==> src/rtl/maxpool2x2_stream_pkg.sv <==
// Shared definitions for the pooling stage and later stages of the activation pipeline.
package maxpool2x2_stream_pkg;

    // Activation width used throughout the pipeline.
    localparam int ACT_W = 16;

    // Signed maximum of two activations. Ties return b; both operands are equal then.
    function automatic logic signed [ACT_W-1:0] smax(
        input logic signed [ACT_W-1:0] a,
        input logic signed [ACT_W-1:0] b
    );
        return (a > b) ? a : b;
    endfunction

endpackage

==> src/rtl/maxpool2x2_stream_pool_line_buf.sv <==
// Register-array line buffer holding one row of horizontal pair maxima.
// One write port and one combinational read port. Contents are not reset:
// every entry is written on an even row before it is read on the following odd row.
module pool_line_buf #(
    parameter int DEPTH = 4,
    parameter int WIDTH = 16,
    parameter int AW    = (DEPTH > 1) ? $clog2(DEPTH) : 1
) (
    input  logic             clk,
    input  logic             we,
    input  logic [AW-1:0]    waddr,
    input  logic [WIDTH-1:0] wdata,
    input  logic [AW-1:0]    raddr,
    output logic [WIDTH-1:0] rdata
);

    logic [WIDTH-1:0] mem_q [DEPTH];

    // Store a pair maximum when the even row finishes a pair.
    always_ff @(posedge clk) begin
        if (we) begin
            mem_q[waddr] <= wdata;
        end
    end

    assign rdata = mem_q[raddr];

endmodule

==> src/rtl/maxpool2x2_stream.sv <==
// Streaming 2x2 stride-2 max pool over a raster-ordered IMG_W x IMG_H feature map.
//
// Interface semantics: valid_in qualifies in_data and sof_in for one cycle and is
// always accepted (there is no ready). valid_out is a one-cycle pulse qualifying
// out_data and eof_out; the consumer must take it in that cycle.
module maxpool2x2_stream
    import maxpool2x2_stream_pkg::*;
#(
    parameter int DATA_W = ACT_W,
    parameter int IMG_W  = 8,
    parameter int IMG_H  = 8
) (
    input  logic              clk,
    input  logic              rst_n,
    input  logic              sof_in,
    input  logic [DATA_W-1:0] in_data,
    input  logic              valid_in,
    output logic [DATA_W-1:0] out_data,
    output logic              valid_out,
    output logic              eof_out
);

    localparam int HALF_W = IMG_W / 2;
    localparam int COL_W  = (IMG_W > 1) ? $clog2(IMG_W) : 1;
    localparam int ROW_W  = (IMG_H > 1) ? $clog2(IMG_H) : 1;
    localparam int AW     = (HALF_W > 1) ? $clog2(HALF_W) : 1;
    localparam logic [COL_W-1:0] COL_LAST = COL_W'(IMG_W - 1);
    localparam logic [ROW_W-1:0] ROW_LAST = ROW_W'(IMG_H - 1);

    // Refuse to build for geometries that cannot tile into 2x2 windows.
    if ((IMG_W % 2) != 0 || IMG_W < 2) begin : g_bad_img_w
        $error("maxpool2x2_stream: IMG_W must be even and >= 2");
    end
    if ((IMG_H % 2) != 0 || IMG_H < 2) begin : g_bad_img_h
        $error("maxpool2x2_stream: IMG_H must be even and >= 2");
    end
    if (DATA_W != ACT_W) begin : g_bad_data_w
        $error("maxpool2x2_stream: DATA_W must equal the pipeline ACT_W");
    end

    logic [COL_W-1:0]  col_q, col_d;
    logic [ROW_W-1:0]  row_q, row_d;
    logic [DATA_W-1:0] half_q, half_d;
    logic [DATA_W-1:0] out_data_q, out_data_d;
    logic              valid_q, valid_d;
    logic              eof_q, eof_d;

    logic [COL_W-1:0]  eff_col;
    logic [ROW_W-1:0]  eff_row;
    logic [DATA_W-1:0] pmax;
    logic              lb_we;
    logic [AW-1:0]     lb_addr;
    logic [DATA_W-1:0] lb_rdata;

    pool_line_buf #(
        .DEPTH (HALF_W),
        .WIDTH (DATA_W),
        .AW    (AW)
    ) u_line_buf (
        .clk   (clk),
        .we    (lb_we),
        .waddr (lb_addr),
        .wdata (pmax),
        .raddr (lb_addr),
        .rdata (lb_rdata)
    );

    // Position tracking, horizontal/vertical pooling and output formation.
    // sof_in forces the current pixel to (0,0), discarding any partial window.
    always_comb begin
        eff_col    = sof_in ? '0 : col_q;
        eff_row    = sof_in ? '0 : row_q;
        col_d      = col_q;
        row_d      = row_q;
        half_d     = half_q;
        out_data_d = out_data_q;
        valid_d    = 1'b0;
        eof_d      = 1'b0;
        lb_we      = 1'b0;
        lb_addr    = AW'(eff_col >> 1);
        pmax       = smax(half_q, in_data);
        if (valid_in) begin
            if (eff_col == COL_LAST) begin
                col_d = '0;
                row_d = (eff_row == ROW_LAST) ? '0 : eff_row + 1'b1;
            end else begin
                col_d = eff_col + 1'b1;
                row_d = eff_row;
            end
            if (!eff_col[0]) begin
                half_d = in_data;
            end else if (!eff_row[0]) begin
                lb_we = 1'b1;
            end else begin
                valid_d    = 1'b1;
                out_data_d = smax(lb_rdata, pmax);
                eof_d      = (eff_col == COL_LAST) && (eff_row == ROW_LAST);
            end
        end
    end

    // State and output registers; reset clears everything except the line buffer.
    always_ff @(posedge clk or negedge rst_n) begin
        if (!rst_n) begin
            col_q      <= '0;
            row_q      <= '0;
            half_q     <= '0;
            out_data_q <= '0;
            valid_q    <= 1'b0;
            eof_q      <= 1'b0;
        end else begin
            col_q      <= col_d;
            row_q      <= row_d;
            half_q     <= half_d;
            out_data_q <= out_data_d;
            valid_q    <= valid_d;
            eof_q      <= eof_d;
        end
    end

    assign out_data  = out_data_q;
    assign valid_out = valid_q;
    assign eof_out   = eof_q;

endmodule

==> config.mk <==
export PLATFORM = sky130hd
export DESIGN_NAME = maxpool2x2_stream
export DESIGN_NICKNAME = d
export VERILOG_FILES = /design/src/rtl/maxpool2x2_stream_pkg.sv /design/src/rtl/maxpool2x2_stream_pool_line_buf.sv /design/src/rtl/maxpool2x2_stream.sv
export SDC_FILE = /design/constraint.sdc
export NUM_CORES = 1
export LEC_CHECK = 0
export CORE_MARGIN = 2
export CORE_UTILIZATION = 30
export DETAILED_ROUTE_END_ITERATION = 7
export GPL_TIMING_DRIVEN = 1
export PLACE_DENSITY_LB_ADDON = 0.3
export SKIP_LAST_GASP = 1
export SLEW_MARGIN = 40
export SYNTH_ARGS = -nofsm -noshare
export SYNTH_HDL_FRONTEND = slang
export SYNTH_SLANG_ARGS = --single-unit
==> constraint.sdc <==
create_clock -name clk -period 10.19 [get_ports clk]
set_input_delay 1.5285 -clock clk [delete_from_list [all_inputs] [get_ports clk]]
set_output_delay 1.5285 -clock clk [all_outputs]
set_load 0.01 [all_outputs]
# Word-level counts from Yosys, hierarchy flattened

Memory sizes are Yosys's and may differ from the RTL's.
Index checks and enable logic that the tools add are counted.

Add/sub/neg operators: 2
$lt $le $gt $ge: 2
Eq/ne operators: 2
Multiplexer cells: 18
Bitwise gates (word level): 1
Reduce and logical (&&, ||, !) cells: 3

Operators by type and width:

| kind                                                          | number |
|---|---|
| 16-bit > comparator                                           | 2 |
| 16-bit 2-to-1 mux                                             | 2 |
| 3-bit 2-to-1 mux                                              | 5 |
| 1-bit 2-to-1 mux                                              | 11 |
| 3-bit by 1-bit adder with 3-bit output, second input constant | 2 |
| 3-bit == test, second input constant                          | 2 |
| 3-bit AND reduction                                           | 1 |
| 2-bit AND reduction                                           | 1 |
| 1-bit logical AND                                             | 1 |
| 1-bit NOT                                                     | 1 |

Bits in registers: 40
Memory bits (writable): 64
Input bits: 20
Output and inout port bits: 18
Logic and storage cells: 35
Memories kept: 1

Memory list:

| name             | words | bits a word | read ports | clocked after Yosys merged registers in | write ports | line                                  | text |
|---|---|---|---|---|---|---|---|
| u_line_buf.mem_q | 4     | 16          | 1          | 0                                       | 1           | maxpool2x2_stream_pool_line_buf.sv:17 | `logic [WIDTH-1:0] mem_q [DEPTH];` |

# Depth between registers and ports, before layout

Gate-level depths: netlist of run 1.

Depth in word-level cells: 6
Gate-level depth with buffers: 20
Depth with buffers taken out: 16

# By module

A second synthesis of run 1 with hierarchy kept.

Cells, all modules: 435
Area total of the unflattened synthesis: 5507.8 um^2

By module, submodules not included:

| module            | instances | cells an instance | area each (um^2) | seq. area each (um^2) |
|---|---|---|---|---|
| maxpool2x2_stream | 1         | 347               | 3130.5           | 1001.0 |
| pool_line_buf     | 1         | 88                | 2377.3           | 1921.8 |

# Least setup slack after synthesis of run 1

Ideal clock, no wire load.

Path type: input -> register
From: input port in_data[14]
To: register out_data_q[0] (netlist: out_data[0])
Library setup time: 0.126 ns
Data arrival time: 5.144 ns
Required time: 10.064 ns
Setup slack: 4.920 ns
Stages on the path: 19
Path buffers: 3
Cell sequence: inv_1 > ha_1 > nand4_1 > nor4_1 > a21boi_0 > buf_2 > buf_2 > mux2i_1 > mux2i_1 > inv_1 > ha_1 > a21oi_1 > o21a_1 > o2bb2ai_1 > or4_4 > and4_4 > buf_6 > nor2b_4 > a221o_1

Cells in the longest elaborated chain, start to end: 4

RTL lines:

| what                   | line                        | text |
|---|---|---|
| start: declaration     | maxpool2x2_stream.sv:16     | `input logic [DATA_W-1:0] in_data,` |
| 16-bit > comparator    | maxpool2x2_stream_pkg.sv:12 | `return (a > b) ? a : b;` |
| 16-bit 2-to-1 mux      | maxpool2x2_stream_pkg.sv:12 |  |
| net pmax[11]           | maxpool2x2_stream.sv:50     | `logic [DATA_W-1:0] pmax;` |
| 16-bit > comparator    | maxpool2x2_stream_pkg.sv:12 |  |
| 16-bit 2-to-1 mux      | maxpool2x2_stream_pkg.sv:12 |  |
| end signal: assignment | maxpool2x2_stream.sv:115    | `out_data_q <= out_data_d;` |
| end: declaration       | maxpool2x2_stream.sv:44     | `logic [DATA_W-1:0] out_data_q, out_data_d;` |

The timed path passes the listed nets, and every way through them passes these cells.
A chain may end at the register's enable or synchronous reset.

# Worst setup path after layout of run 1

From: input port in_data[15]
To: register out_data_q[0] (netlist: out_data[0])

Same word-level chain as after synthesis.

==> impl_metrics.env, run 1 <==
export IMPL_outcome="finished, final reports clean"
export IMPL_synth_edf_count=64
export IMPL_final_hold_viol_count=0
export IMPL_drt_pass1_iterations=4
export IMPL_grt_start_max_net_pins=41
export IMPL_setup_tns_ns=0
export IMPL_ys_seq_elements=104
export IMPL_async_reset_ff_share_pct=38.5
export IMPL_cpPeakStageDelay_ns=0.69
export IMPL_gp_congestion=0.815
export IMPL_fin_ws_ns=3.56
export IMPL_finalClockSkew_ns=0.0113
export IMPL_cts_root_buf="clkbuf_16"
export IMPL_start_util_pct=30.4
export IMPL_drc=0
export IMPL_synth_area_top_cells="edfxtp_1 35%, dfrtp_1 18%, mux2i_1 8.5%"
export IMPL_postRouteAntennaNets=0
export IMPL_slew_headroom_pct=50.9
export IMPL_min_period_over_period_pct=65.1
export IMPL_overflow=0
export IMPL_leakagePower_nw=2.63
export IMPL_cts_path_max_buffers=2
export IMPL_setup_violations=0
export IMPL_cts_buffers=9
export IMPL_yosysTopAreaCellShare_pct=35.4
export IMPL_rsz0062_at_grt="no"
export IMPL_slowest_stage="ha_2"
export IMPL_drt_wl_total_mm=12.7
export IMPL_fp_dieH_um=139
export IMPL_grt_pass1_wl_mm=20.2
export IMPL_synthFlopType="edfxtp_1"
export IMPL_io_pins=38
export IMPL_end_kind="flop"
export IMPL_cp_cell_sequence="clkdlybuf4s50_1 -> inv_1 -> ha_2 -> nand4_1 -> nor4_1 -> a211o_2 -> mux2i_1 -> inv_1 -> ha_1 -> nand4_1 -> nor4_1 -> a21boi_1 -> o31ai_1 -> and4_4 -> nor2b_4 -> a221o_1"
export IMPL_r2r_start="half_q[15]$_DFFE_PN0P_"
export IMPL_cts_htree_levels=3
export IMPL_final_nets=553
export IMPL_syn_avg_cell_area_um2=11.6
export IMPL_cts_repair_resized=0
export IMPL_drt_iter0_drc=132
export IMPL_vias=3619
export IMPL_port_buffers=37
export IMPL_wl_per_cell_um=17.3
export IMPL_vdd_drop_max_v=0.0000849
export IMPL_crit_path_start_kind="input port"
export IMPL_p_per_area_mw_per_mm2=215
export IMPL_postCtsSetupBuffers=0
export IMPL_max_freq_ghz=0.151
export IMPL_antenna_found_initial=0
export IMPL_reg2reg_depth=14
export IMPL_synth_nets=525
export IMPL_dpl_worst_slack_ns=2.64
export IMPL_fillCellCount=1740
export IMPL_coreArea_mm2=0.0178
export IMPL_arrival_ns=6.87
export IMPL_fp_dieArea_mm2=0.0192
export IMPL_areaGrowthSynthToFinish_pct=16.5
export IMPL_vias_per_cell=4.95
export IMPL_final_util_pct=35.4
export IMPL_tritoncts="built"
export IMPL_r2r_end="out_data[0]$_DFFE_PN0P_"
export IMPL_min_path_type="flop to flop"
export IMPL_layout_drive_gt1_share_pct=11.0
export IMPL_crit_type="input port to flop"
export IMPL_r2r_setup_slack_ns=4.87
export IMPL_drv_cap=0
export IMPL_netlist_area_mm2=0.00543
export IMPL_place_hpwl_mm=8.53
export IMPL_num_antenna_cells=0
export IMPL_maxSlewViolCount=0
export IMPL_yosysUniqueCellTypes=42
export IMPL_synth_cells=469
export IMPL_die_x_um=139
export IMPL_crit_path_max_fanout=20
export IMPL_required_ns=10.43
export IMPL_hold_depth=1
export IMPL_ys_warn_count=0
export IMPL_yosysTopAreaCell="edfxtp_1"
export IMPL_row_count=49
export IMPL_clk_pin_slew_worst_paths_ns=0.07
export IMPL_synth_seq_area_share_pct=53.8
export IMPL_insertion_delay_ns=0.36
export IMPL_hold_slack_ns=0.484
export IMPL_hold_end="col_q[0]$_DFFE_PN0P_"
export IMPL_grt_pass1_vias=3750
export IMPL_cts_sinks=104
export IMPL_hp_start="col_q[0]$_DFFE_PN0P_"
export IMPL_layout_min_cycle_time_ns=6.63
export IMPL_tightestPinTransition_ns=0.716
export IMPL_track_usage_pct=13.5
export IMPL_hold_buffers=0
## flip-flops by register name, summed over array words and instances, names as in the netlist
name	cells
row_q	3
eof_out	1
out_data	16
u_line_buf.mem_q	64
half_q	16
col_q	3
valid_out	1
## kinds of logic (layout without fill, tap and decap cells)
group,count (synthesis),after routing,share of synthesized area (%)
and+or+nand+nor,107,107,8.94
adders and majority gates,36,36,8.30
AOI/OAI and AO/OA,98,98,11.8
muxes,65,65,12.4
buffers and inverters,59,92,4.70
DFF,104,104,53.8
## cell usage in the layout (no fill, tap or decap), types with 2 or more instances in the layout
| cell | Yosys | layout |
|---|---|---|
| mux2_2 | 19 | 19 |
| ha_1 | 36 | 35 |
| nand4_1 | 4 | 4 |
| edfxtp_1 | 64 | 64 |
| nor2b_1 | 8 | 7 |
| a21o_1 | 2 | 2 |
| a32o_1 | 2 | 2 |
| nor4_1 | 3 | 2 |
| o21a_1 | 2 | 2 |
| a22oi_1 | 31 | 31 |
| inv_1 | 35 | 35 |
| buf_4 | 2 | 5 |
| a221o_1 | 2 | 2 |
| clkbuf_16 | 0 | 9 |
| nand2_1 | 72 | 72 |
| mux2i_1 | 46 | 46 |
| nor2_1 | 8 | 7 |
| o21ai_0 | 33 | 33 |
| clkdlybuf4s50_1 | 0 | 35 |
| clkinv_2 | 0 | 4 |
| a21oi_1 | 14 | 14 |
| nand3_1 | 3 | 2 |
| dfrtp_1 | 40 | 40 |
## cell type report
type | count | area, um2 | share of cell area, %
clock buffers | 10 | 229 | 3.62
clock inverters | 6 | 58.8 | 0.930
inverters | 35 | 131 | 2.08
flip-flops and latches | 104 | 2920 | 46.2
well taps | 229 | 287 | 4.53
multi-input cells | 306 | 2300 | 36.4
repair buffers | 41 | 393 | 6.21
## worst max path at each step
stage	from	end	slack, ns	cells after the start
2_1_floorplan	in_data[14]	out_data[0]$_DFFE_PN0P_	4.92	19
3_3_place_gp	in_data[15]	out_data[0]$_DFFE_PN0P_	2.72	15
5_1_grt	in_data[15]	out_data[0]$_DFFE_PN0P_	3.20	16
3_5_place_dp	in_data[15]	out_data[0]$_DFFE_PN0P_	2.64	15
4_1_cts	in_data[15]	out_data[0]$_DFFE_PN0P_	3.01	15
6_report	in_data[15]	out_data[0]$_DFFE_PN0P_	3.56	16
## routing by layer
metal | vias to the layer above | routed length [um] | GRT usage [%]
met3 | 8 | 388 | 3.19
met4 | 0 | 110 | 3.01
met1 | 1799 | 5720 | 16.9
met2 | 56 | 6460 | 23.9
met5 | - | 0 | 0
li1 | 1756 | - | -
## worst max-delay path: cells and delay by family
family,cells,cell delay (ns)
multiplexers,1,0.64
AO/OA/AOI/OAI,4,1.20
buffers and inverters,3,0.67
adder cells (fa/ha/maj),2,1.03
AND/OR/NAND/NOR,6,1.77
## power by group
part	internal, W	switching [W]	leakage (nW)
combinational	0.000199	0.000253	1.40
clock	0.000190	0.000154	0.146
sequential	0.000527	0.0000379	1.08
## stage by stage
| stage | std cells | power [W] | instance area (um2) |
|---|---|---|---|
| 6_report | 731 | 0.00136 | 6320 |
| 5_1_grt | 731 | 0.00145 | 6320 |
| 4_1_cts | 731 | 0.00138 | 6310 |
| 3_5_place_dp | 715 | 0.00103 | 6020 |
| 3_3_place_gp | 715 | 0.00102 | 6000 |
| 2_1_floorplan | 469 | 0.000854 | 5430 |
## cells in the mapped netlist, drive strengths merged (9+ instances only)
master and number:
ha 36, clkbuf 16, edfxtp 64, inv 35, o21ai 34, dfrtp 40
nor2b 9, mux2i 46, a22oi 31, nand2 72, a21oi 14, mux2 19
Note: power is estimated with default switching activity, not from simulation.
==> run 2, diff against run 1 <==
==> constraint.sdc (replaced) <==
create_clock -name clk -period 5.95 [get_ports clk]
set_input_delay 0.8925 -clock clk [delete_from_list [all_inputs] [get_ports clk]]
set_output_delay 0.8925 -clock clk [all_outputs]
set_load 0.01 [all_outputs]
==> run 2 against run 1 <==
Effect of this change:
- combinational power increased by 81%
- global-route usage increased by 0.096 points
- via count grew 0.25%
==> impl_metrics.env, run 2 (synthesis gave the netlist of run 1 again) <==
export IMPL_outcome="finished, final reports clean"
export IMPL_setup_tns_ns=0
export IMPL_row_count=49
export IMPL_track_usage_pct=13.6
export IMPL_num_antenna_cells=0
export IMPL_clk_pin_slew_worst_paths_ns=0.07
export IMPL_crit_buf_inv=6
export IMPL_drt_iter0_drc=186
export IMPL_postRouteAntennaNets=0
export IMPL_drt_wl_total_mm=12.9
export IMPL_crit_type="input port to flop"
export IMPL_required_ns=6.24
export IMPL_cp_top_family="buffers and inverters"
export IMPL_cp_startpoint="in_data[14]"
export IMPL_drc=0
export IMPL_gp_congestion=0.859
export IMPL_tightestPinTransition_ns=0.783
export IMPL_cp_cell_sequence="clkdlybuf4s50_1 -> inv_1 -> ha_1 -> nand4_1 -> nor4_1 -> buf_4 -> a21boi_4 -> mux2i_1 -> mux2i_1 -> buf_4 -> inv_1 -> ha_1 -> nand4_1 -> nor4_1 -> a21boi_1 -> or4_4 -> a31oi_2 -> buf_4 -> nand2_1 -> nand2_1"
export IMPL_slowest_stage="a21boi_4"
export IMPL_final_cell_mix="72 x nand2_1, 64 x edfxtp_1, 46 x mux2i_1"
export IMPL_vias=3628
export IMPL_finalClockSkew_ns=0.00870
export IMPL_cts_repair_resized=0
export IMPL_layout_drive_gt1_share_pct=12.9
export IMPL_r2r_start="half_q[15]$_DFFE_PN0P_"
export IMPL_cts_sinks=104
export IMPL_top_register="u_line_buf.mem_q"
export IMPL_min_period_over_period_pct=89.0
export IMPL_rsz0062_at_grt="no"
export IMPL_largest_reg_flops=64
export IMPL_die_x_um=139
export IMPL_postCtsSetupBuffers=0
export IMPL_overflow=0
export IMPL_hold_buffers=0
export IMPL_port_buffers=37
export IMPL_setup_violations=0
export IMPL_final_nets=570
export IMPL_fp_dieArea_mm2=0.0192
export IMPL_hp_start="col_q[0]$_DFFE_PN0P_"
export IMPL_min_path_type="flop to flop"
export IMPL_leakagePower_nw=2.71
export IMPL_cts_root_buf="clkbuf_16"
export IMPL_crit_top_cell="buf_4"
export IMPL_drt_pass1_iterations=4
export IMPL_areaGrowthSynthToFinish_pct=18.9
export IMPL_arrival_ns=5.59
export IMPL_final_hold_viol_count=0
export IMPL_vdd_drop_max_v=0.000151
export IMPL_vias_per_cell=4.85
export IMPL_fillCellCount=1724
export IMPL_max_freq_ghz=0.189
export IMPL_cts_htree_levels=3
export IMPL_slew_headroom_pct=47.7
export IMPL_crit_path_max_fanout=16
export IMPL_start_util_pct=30.4
export IMPL_tritoncts="built"
export IMPL_grt_pass1_wl_mm=20.2
export IMPL_coreArea_mm2=0.0178
export IMPL_crit_path_start_kind="input port"
export IMPL_wl_per_cell_um=17.2
export IMPL_dp_cells=732
export IMPL_layout_commonest_cell="nand2_1"
export IMPL_layout_min_cycle_time_ns=5.30
export IMPL_grt_pass1_vias=3679
export IMPL_p_per_area_mw_per_mm2=367
export IMPL_maxSlewViolCount=0
export IMPL_place_hpwl_mm=8.78
export IMPL_insertion_delay_ns=0.35
export IMPL_cts_buffers=9
export IMPL_grt_start_max_net_pins=41
export IMPL_drv_cap=0
export IMPL_io_pins=38
export IMPL_cts_path_max_buffers=2
export IMPL_fin_cells=748
export IMPL_fp_dieH_um=139
export IMPL_end_kind="flop"
export IMPL_cpPeakStageDelay_ns=0.60
export IMPL_antenna_found_initial=0
[run 2: final timing paths]
check                      slack (ns)  depth (start not counted)                       to
setup / recovery                 0.65                         20  out_data[2]$_DFFE_PN0P_
hold / removal                   0.49                          1     col_q[0]$_DFFE_PN0P_
setup reg to reg                 1.35                         16  out_data[2]$_DFFE_PN0P_
hold reg to reg                  0.49                          1     col_q[0]$_DFFE_PN0P_
max in group asynchronous        5.01                          1  out_data[1]$_DFFE_PN0P_
min in group asynchronous        0.55                          1    half_q[9]$_DFFE_PN0P_
[run 2: worst register-to-register path, delay by kind of cell, from the launching register on]
| family | cells | cell delay, ns |
|---|---|---|
| compound gates | 3 | 1.27 |
| fa+ha+maj | 2 | 0.61 |
| buf+inv | 4 | 0.86 |
| flops | 1 | 0.41 |
| mux | 2 | 0.52 |
| simple gates | 5 | 0.88 |
[run 2: layout make-up]
class | count | area [um2] | area share (%)
clock buffer | 11 | 233 | 3.61
clock inverter | 5 | 56.3 | 0.873
inverter | 35 | 131 | 2.04
multi-input combinational | 306 | 2300 | 35.6
sequential | 104 | 2920 | 45.3
tap | 229 | 287 | 4.44
timing repair buffer | 58 | 526 | 8.14
[run 2: metrics by stage]
stage	hold slack, ns	power (W)	setup WS, ns	utilization, %	cell area [um2]
2_1_floorplan	0.456	0.00146	1.32	-	5430
3_3_place_gp	0.468	0.00179	0.0278	34.4	6130
3_5_place_dp	0.474	0.00180	0.339	34.5	6150
4_1_cts	0.490	0.00239	0.683	36.1	6440
5_1_grt	0.523	0.00251	0.398	36.2	6450
6_report	0.488	0.00237	0.652	36.2	6450
[run 2: routing by layer]
layer	vias up	wire length (um)	global-route usage, %
li1	1786	-	-
met1	1776	5970	17.3
met2	53	6240	23.4
met3	13	499	3.43
met4	0	169	3.49
met5	-	0	0
[run 2: where the power goes]
group / switching (W) / internal (W) / leakage [nW]
Sequential: 0.0000634 / 0.000903 / 1.08
Combinational: 0.000444 / 0.000375 / 1.48
Clock: 0.000257 / 0.000327 / 0.142
==> run 3, diff against run 2 <==
--- a/config.mk
+++ b/config.mk
@@ -14,4 +14,5 @@
 export SLEW_MARGIN = 40
 export SYNTH_ARGS = -nofsm -noshare
 export SYNTH_HDL_FRONTEND = slang
+export SYNTH_HIERARCHICAL = 1
 export SYNTH_SLANG_ARGS = --single-unit
==> run 3 against run 2 <==
Effect of this change:
- routed wire length is 0.18% lower
- final area is 0.58% higher
- clock skew is 0.0011 ns higher
- total power is 5.5% lower
- clock power is 5.5% higher
- register-to-register slack worse by 0.09 ns
==> impl_metrics.env, run 3 <==
export IMPL_io_pins=38
export IMPL_synth_edf_count=64
export IMPL_cp_startpoint="in_data[13]"
export IMPL_final_util_pct=36.1
export IMPL_overflow=0
export IMPL_layout_min_cycle_time_ns=5.34
export IMPL_antenna_found_initial=0
export IMPL_wl_met2_mm=6.40
export IMPL_r2r_start="half_q[13]$_DFFE_PN0P_"
export IMPL_multi_input_area_mm2=0.00227
export IMPL_synth_cells=435
export IMPL_synth_most_common_cell="edfxtp_1"
export IMPL_cts_repair_resized=0
export IMPL_ys_warn_count=6
export IMPL_total_power_w=0.00224
export IMPL_top_register="u_line_buf/mem_q"
export IMPL_fp_dieH_um=139
export IMPL_vias_per_cell=5.00
export IMPL_tightestPinTransition_ns=0.794
export IMPL_max_freq_ghz=0.187
export IMPL_wl_per_cell_um=18.2
export IMPL_maxSlewViolCount=0
export IMPL_track_usage_pct=13.6
export IMPL_r2r_setup_slack_ns=1.26
export IMPL_areaGrowthSynthToFinish_pct=17.8
export IMPL_vdd_drop_max_v=0.000178
export IMPL_crit_path_start_kind="input port"
export IMPL_hp_start="col_q[0]$_DFFE_PN0P_"
export IMPL_cts_root_buf="clkbuf_16"
export IMPL_layout_drive_gt1_share_pct=13.8
export IMPL_coreArea_mm2=0.0180
export IMPL_cts_buffers=9
export IMPL_end_kind="flop"
export IMPL_hold_slack_ns=0.484
export IMPL_netlist_area_mm2=0.00551
export IMPL_final_cell_mix="64 x edfxtp_1, 56 x inv_1, 40 x dfrtp_1"
export IMPL_grt_pass1_wl_mm=20.2
export IMPL_seq_area_mm2=0.00292
export IMPL_crit_type="input port to flop"
export IMPL_final_hold_viol_count=0
export IMPL_drv_cap=0
export IMPL_wl_met3_um=401
export IMPL_fillCellCount=1741
export IMPL_gp_congestion=0.781
export IMPL_finalClockSkew_ns=0.00980
export IMPL_row_count=49
export IMPL_fp_dieArea_mm2=0.0195
export IMPL_drt_pass1_iterations=4
export IMPL_grt_pass1_vias=3566
export IMPL_setup_tns_ns=0
export IMPL_slew_headroom_pct=46.9
export IMPL_num_antenna_cells=0
export IMPL_cts_path_max_buffers=2
export IMPL_clk_pin_slew_worst_paths_ns=0.07
export IMPL_arrival_ns=5.60
export IMPL_yosysTopAreaCell="edfxtp_1"
export IMPL_min_period_over_period_pct=89.7
export IMPL_postCtsSetupBuffers=0
export IMPL_p_per_area_mw_per_mm2=345
export IMPL_synth_nets=491
export IMPL_tritoncts="built"
export IMPL_synth_seq_area_share_pct=53.1
export IMPL_final_nets=530
export IMPL_drt_iter0_drc=148
export IMPL_die_x_um=139
export IMPL_leakagePower_nw=2.59
export IMPL_yosysTopAreaCellShare_pct=34.9
export IMPL_drt_wl_total_mm=12.9
export IMPL_min_path_type="flop to flop"
export IMPL_top_layer_used="met4"
export IMPL_hold_buffers=0
export IMPL_ys_seq_elements=104
export IMPL_required_ns=6.21
export IMPL_yosysUniqueCellTypes=48
export IMPL_rsz0062_at_grt="no"
export IMPL_outcome="finished, final reports clean"
export IMPL_syn_avg_cell_area_um2=12.7
export IMPL_place_hpwl_mm=9.08
export IMPL_drc=0
export IMPL_synth_area_top_cells="edfxtp_1 35%, dfrtp_1 18%, ha_1 8.2%"
export IMPL_insertion_delay_ns=0.36
export IMPL_vias=3541
export IMPL_crit_path_max_fanout=16
export IMPL_synthTopCellsByCount="64 x edfxtp_1, 56 x inv_1, 40 x dfrtp_1"
export IMPL_layout_commonest_cell="edfxtp_1"
export IMPL_largest_reg_flops=64
export IMPL_drt_met1_wl_mm=5.87
export IMPL_postRouteAntennaNets=0
export IMPL_setup_violations=0
export IMPL_port_buffers=37
export IMPL_grt_start_max_net_pins=41
export IMPL_synthFlopType="edfxtp_1"
export IMPL_start_util_pct=30.7
export IMPL_cts_sinks=104
export IMPL_async_reset_ff_share_pct=38.5
export IMPL_cts_htree_levels=3
## run 3: report_power, final
group | switching (W) | internal (W) | leakage, nW
sequential | 0.0000679 | 0.000888 | 1.09
clock | 0.000272 | 0.000343 | 0.152
combinational | 0.000363 | 0.000303 | 1.35
## run 3: kinds of logic after synthesis
group / Yosys count / synth area share [%]
AO/OA/AOI/OAI: 98 / 16.6
AND/OR/NAND/NOR: 100 / 8.56
multiplexers: 18 / 7.36
buffers and inverters: 79 / 6.20
adder cells (fa/ha/maj): 36 / 8.18
flip-flops: 104 / 53.1
## run 3: routing by layer
layer	GRT usage [%]	vias to the layer above
met5	0	-
met4	4.47	0
met3	2.37	10
met2	23.0	53
met1	17.8	1757
li1	-	1721
## run 3: final timing paths
kind,to,depth (start not counted)
setup / recovery,out_data[11]$_DFFE_PN0P_,16
hold / removal,col_q[0]$_DFFE_PN0P_,1
setup reg to reg,out_data[11]$_DFFE_PN0P_,14
hold reg to reg,col_q[0]$_DFFE_PN0P_,1
max in group asynchronous,half_q[11]$_DFFE_PN0P_,1
min in group asynchronous,out_data[0]$_DFFE_PN0P_,1
## run 3: worst max-delay path, stage by stage
cell,delay (ns)
clkdlybuf4s50_1,0.48
inv_1,0.07
ha_1,0.32
a21o_1,0.22
a2111oi_4,0.38
o21ai_1,0.10
or3_1,0.31
buf_4,0.25
a311oi_4,0.41
ha_1,0.22
and4_1,0.21
nand2_1,0.06
or4_1,0.50
o211a_1,0.25
or3_1,0.60
o221ai_1,0.29
## run 3: stage by stage
| stage | cells | setup WS, ns | instance area [um2] |
|---|---|---|---|
| 3_5_place_dp | 692 | 0.234 | 6180 |
| 2_1_floorplan | 435 | 0.957 | 5510 |
| 6_report | 708 | 0.611 | 6490 |
| 4_1_cts | 708 | 0.593 | 6490 |
| 3_3_place_gp | 691 | 0.297 | 6160 |
| 5_1_grt | 708 | 0.289 | 6490 |
## run 3: layout make-up
class | instances | share of cell area (%)
sequential | 104 | 45.0
clock buffer | 11 | 3.74
inverter | 56 | 3.24
clock inverter | 5 | 0.983
tap | 229 | 4.41
multi-input combinational | 252 | 35.0
timing repair buffer | 51 | 7.54
==> edit: new RTL, settings of run 3 <==
`out_data_q` no longer has a reset.
--- a/src/rtl/maxpool2x2_stream.sv
+++ b/src/rtl/maxpool2x2_stream.sv
@@ -105,17 +105,19 @@
             col_q      <= '0;
             row_q      <= '0;
             half_q     <= '0;
-            out_data_q <= '0;
             valid_q    <= 1'b0;
             eof_q      <= 1'b0;
         end else begin
             col_q      <= col_d;
             row_q      <= row_d;
             half_q     <= half_d;
-            out_data_q <= out_data_d;
             valid_q    <= valid_d;
             eof_q      <= eof_d;
         end
+    end
+
+    always_ff @(posedge clk) begin
+        out_data_q <= out_data_d;
     end
 
     assign out_data  = out_data_q;
Formal check against the unedited RTL: no difference found for any inputs over 10 cycles, from zero or initial values and one cycle with rst_n low; that may be too few to reach the edited logic, so the function may still have changed.
==> edit against run 3 <==
Sequential cell count did not move; critical path type unchanged; global-route usage rose by 0.56 points; clock skew rose by 3.9 ps; non-clock buffer count decreased by 7; synthesized area decreased by 3.8%; wire length shrank 4.1%; maximum frequency shrank 2.6%; design area decreased by 4.2%; largest cell class unchanged; critical endpoint is now out_data[10]; setup slack worse by 140 ps; synthesized cell count decreased by 7.8%; worst hold slack improved by 2.4 ps; combinational power shrank 12%; total power is 6.1% lower.
==> edit: results (changes against run 3) <==
- Sequential-to-total area share from yosys stat: 0.567 (+0.0363)
- Crit-path max FO: 17 (+1)
- Slowest Stage Delay on Critical Path: 500 ps (-100 ps)
- Netlist cell types: 47 (-2.1%)
- Post-DP HPWL: 8770 um (-3.4%)
- Vias in the first global route: 3,531 (-0.98%)
- GR Util met2: 0.232 (+0.00205)
- Peak supply drop: 171 uV (-3.7%)
- Leakage: 2.30 nW (-11%)
- Largest net degree at the start of global routing: 32 (-22%)
- Starting Density: 0.306 (-0.000403)
- Clk_skew: 13.7 ps (+3.92 ps)
- Cell count after synthesis: 401 (-7.8%)
- Status: finished clean
- Synth async-reset ratio: 0.231 (-0.154)
- Layout cell share with drive strength beyond 1: 0.104 (-0.0337)
- First-pass GRT wire length: 19,600 um (-3.2%)
- Met3 Track Usage GR: 0.0374 (+0.0137)
- Iter 0 DRT Violations: 243 (+64%)
- Post-placement cell count: 651 (-5.9%)
- Detailed Route WL: 12,300 um (-4.1%)
- Area contributors post-synth: edfxtp_1 (45%), dfrtp_1 (11%), ha_1 (8.5%)
- Fin cells: 667 (-5.8%)
- GRT met1 Usage: 0.185 (+0.00761)
- Vias per Instance: 5.19 (+3.8%)
- EDFF count, synth: 80 (+25%)
- Post-synth top cells: edfxtp_1 (80), nand2_1 (38), ha_1 (36)
- Critical path data arrival time: 5570 ps (-30 ps)
edit: cell types whose count changed after synthesis, moves of 9 or more:
cell | run 3 | this run
inv_1 | 56 | 22
a2111oi_0 | 0 | 16
and2_1 | 0 | 16
dfrtp_1 | 40 | 24
edfxtp_1 | 64 | 80
a31oi_1 | 1 | 16
o221ai_1 | 16 | 1
nand3_1 | 3 | 17
nor3_1 | 15 | 1
nor2_1 | 19 | 6
a311oi_4 | 9 | 0
edit: power groups by stage:
| stage | sequential (mW) | combinational (mW) | clock [mW] |
|---|---|---|---|
| finish | 0.907 | 0.589 | 0.605 |
| global placement | 0.922 | 0.562 | 0 |
| global route | 0.912 | 0.664 | 0.650 |
| floorplan | 0.916 | 0.430 | 0 |
| detailed placement | 0.922 | 0.587 | 0 |
| CTS | 0.907 | 0.589 | 0.623 |
edit: worst paths after layout:
check	from	end	cells after the start
worst max register to register	half_q[15]	out_data[10]	14
max in group asynchronous	rst_n	half_q[11]	2
worst max-delay path	in_data[15]	out_data[10]	16
min in group asynchronous	rst_n	eof_out	2
worst min-delay path	col_q[0]	col_q[0]	1
worst min register to register	col_q[0]	col_q[0]	1
edit: area by class of cell:
type / count / area, um2 / area share
multi-input cells: 255 / 2130 / 0.342
clock inverters: 4 / 53.8 / 0.00865
flip-flops and latches: 104 / 3000 / 0.483
inverters: 23 / 86.3 / 0.0139
repair buffers: 44 / 423 / 0.0680
well taps: 225 / 282 / 0.0453
clock buffers: 12 / 246 / 0.0396
edit: per-stage QoR:
step                total power [mW]   util  worst slack (ps)  instance area [um2]  hold WS (ps)
finish                          2.10  0.360               468                 6220           487
floorplan                       1.35      -              1330                 5300           456
global placement                1.48  0.341               319                 5900           466
global route                    2.23  0.360              94.5                 6220           511
CTS                             2.12  0.360               534                 6220           493
detailed placement              1.51  0.342               182                 5920           476
edit: routing by layer:
layer | routed length [um] | vias up | share of wire
li1 | - | 1646 | -
met4 | 227 | 0 | 0.018
met3 | 468 | 15 | 0.038
met5 | 0 | - | 0
met1 | 5770 | 1733 | 0.47
met2 | 5860 | 68 | 0.48
edit: logic make-up (layout without fill, tap and decap cells):
family	after synthesis	count (layout)	share of synthesized area
DFF	104	104	0.567
and+or+nand+nor	104	104	0.101
AOI/OAI and AO/OA	97	97	0.133
buffers and inverters	42	83	0.0371
adders and majority gates	36	36	0.0850
muxes	18	18	0.0765
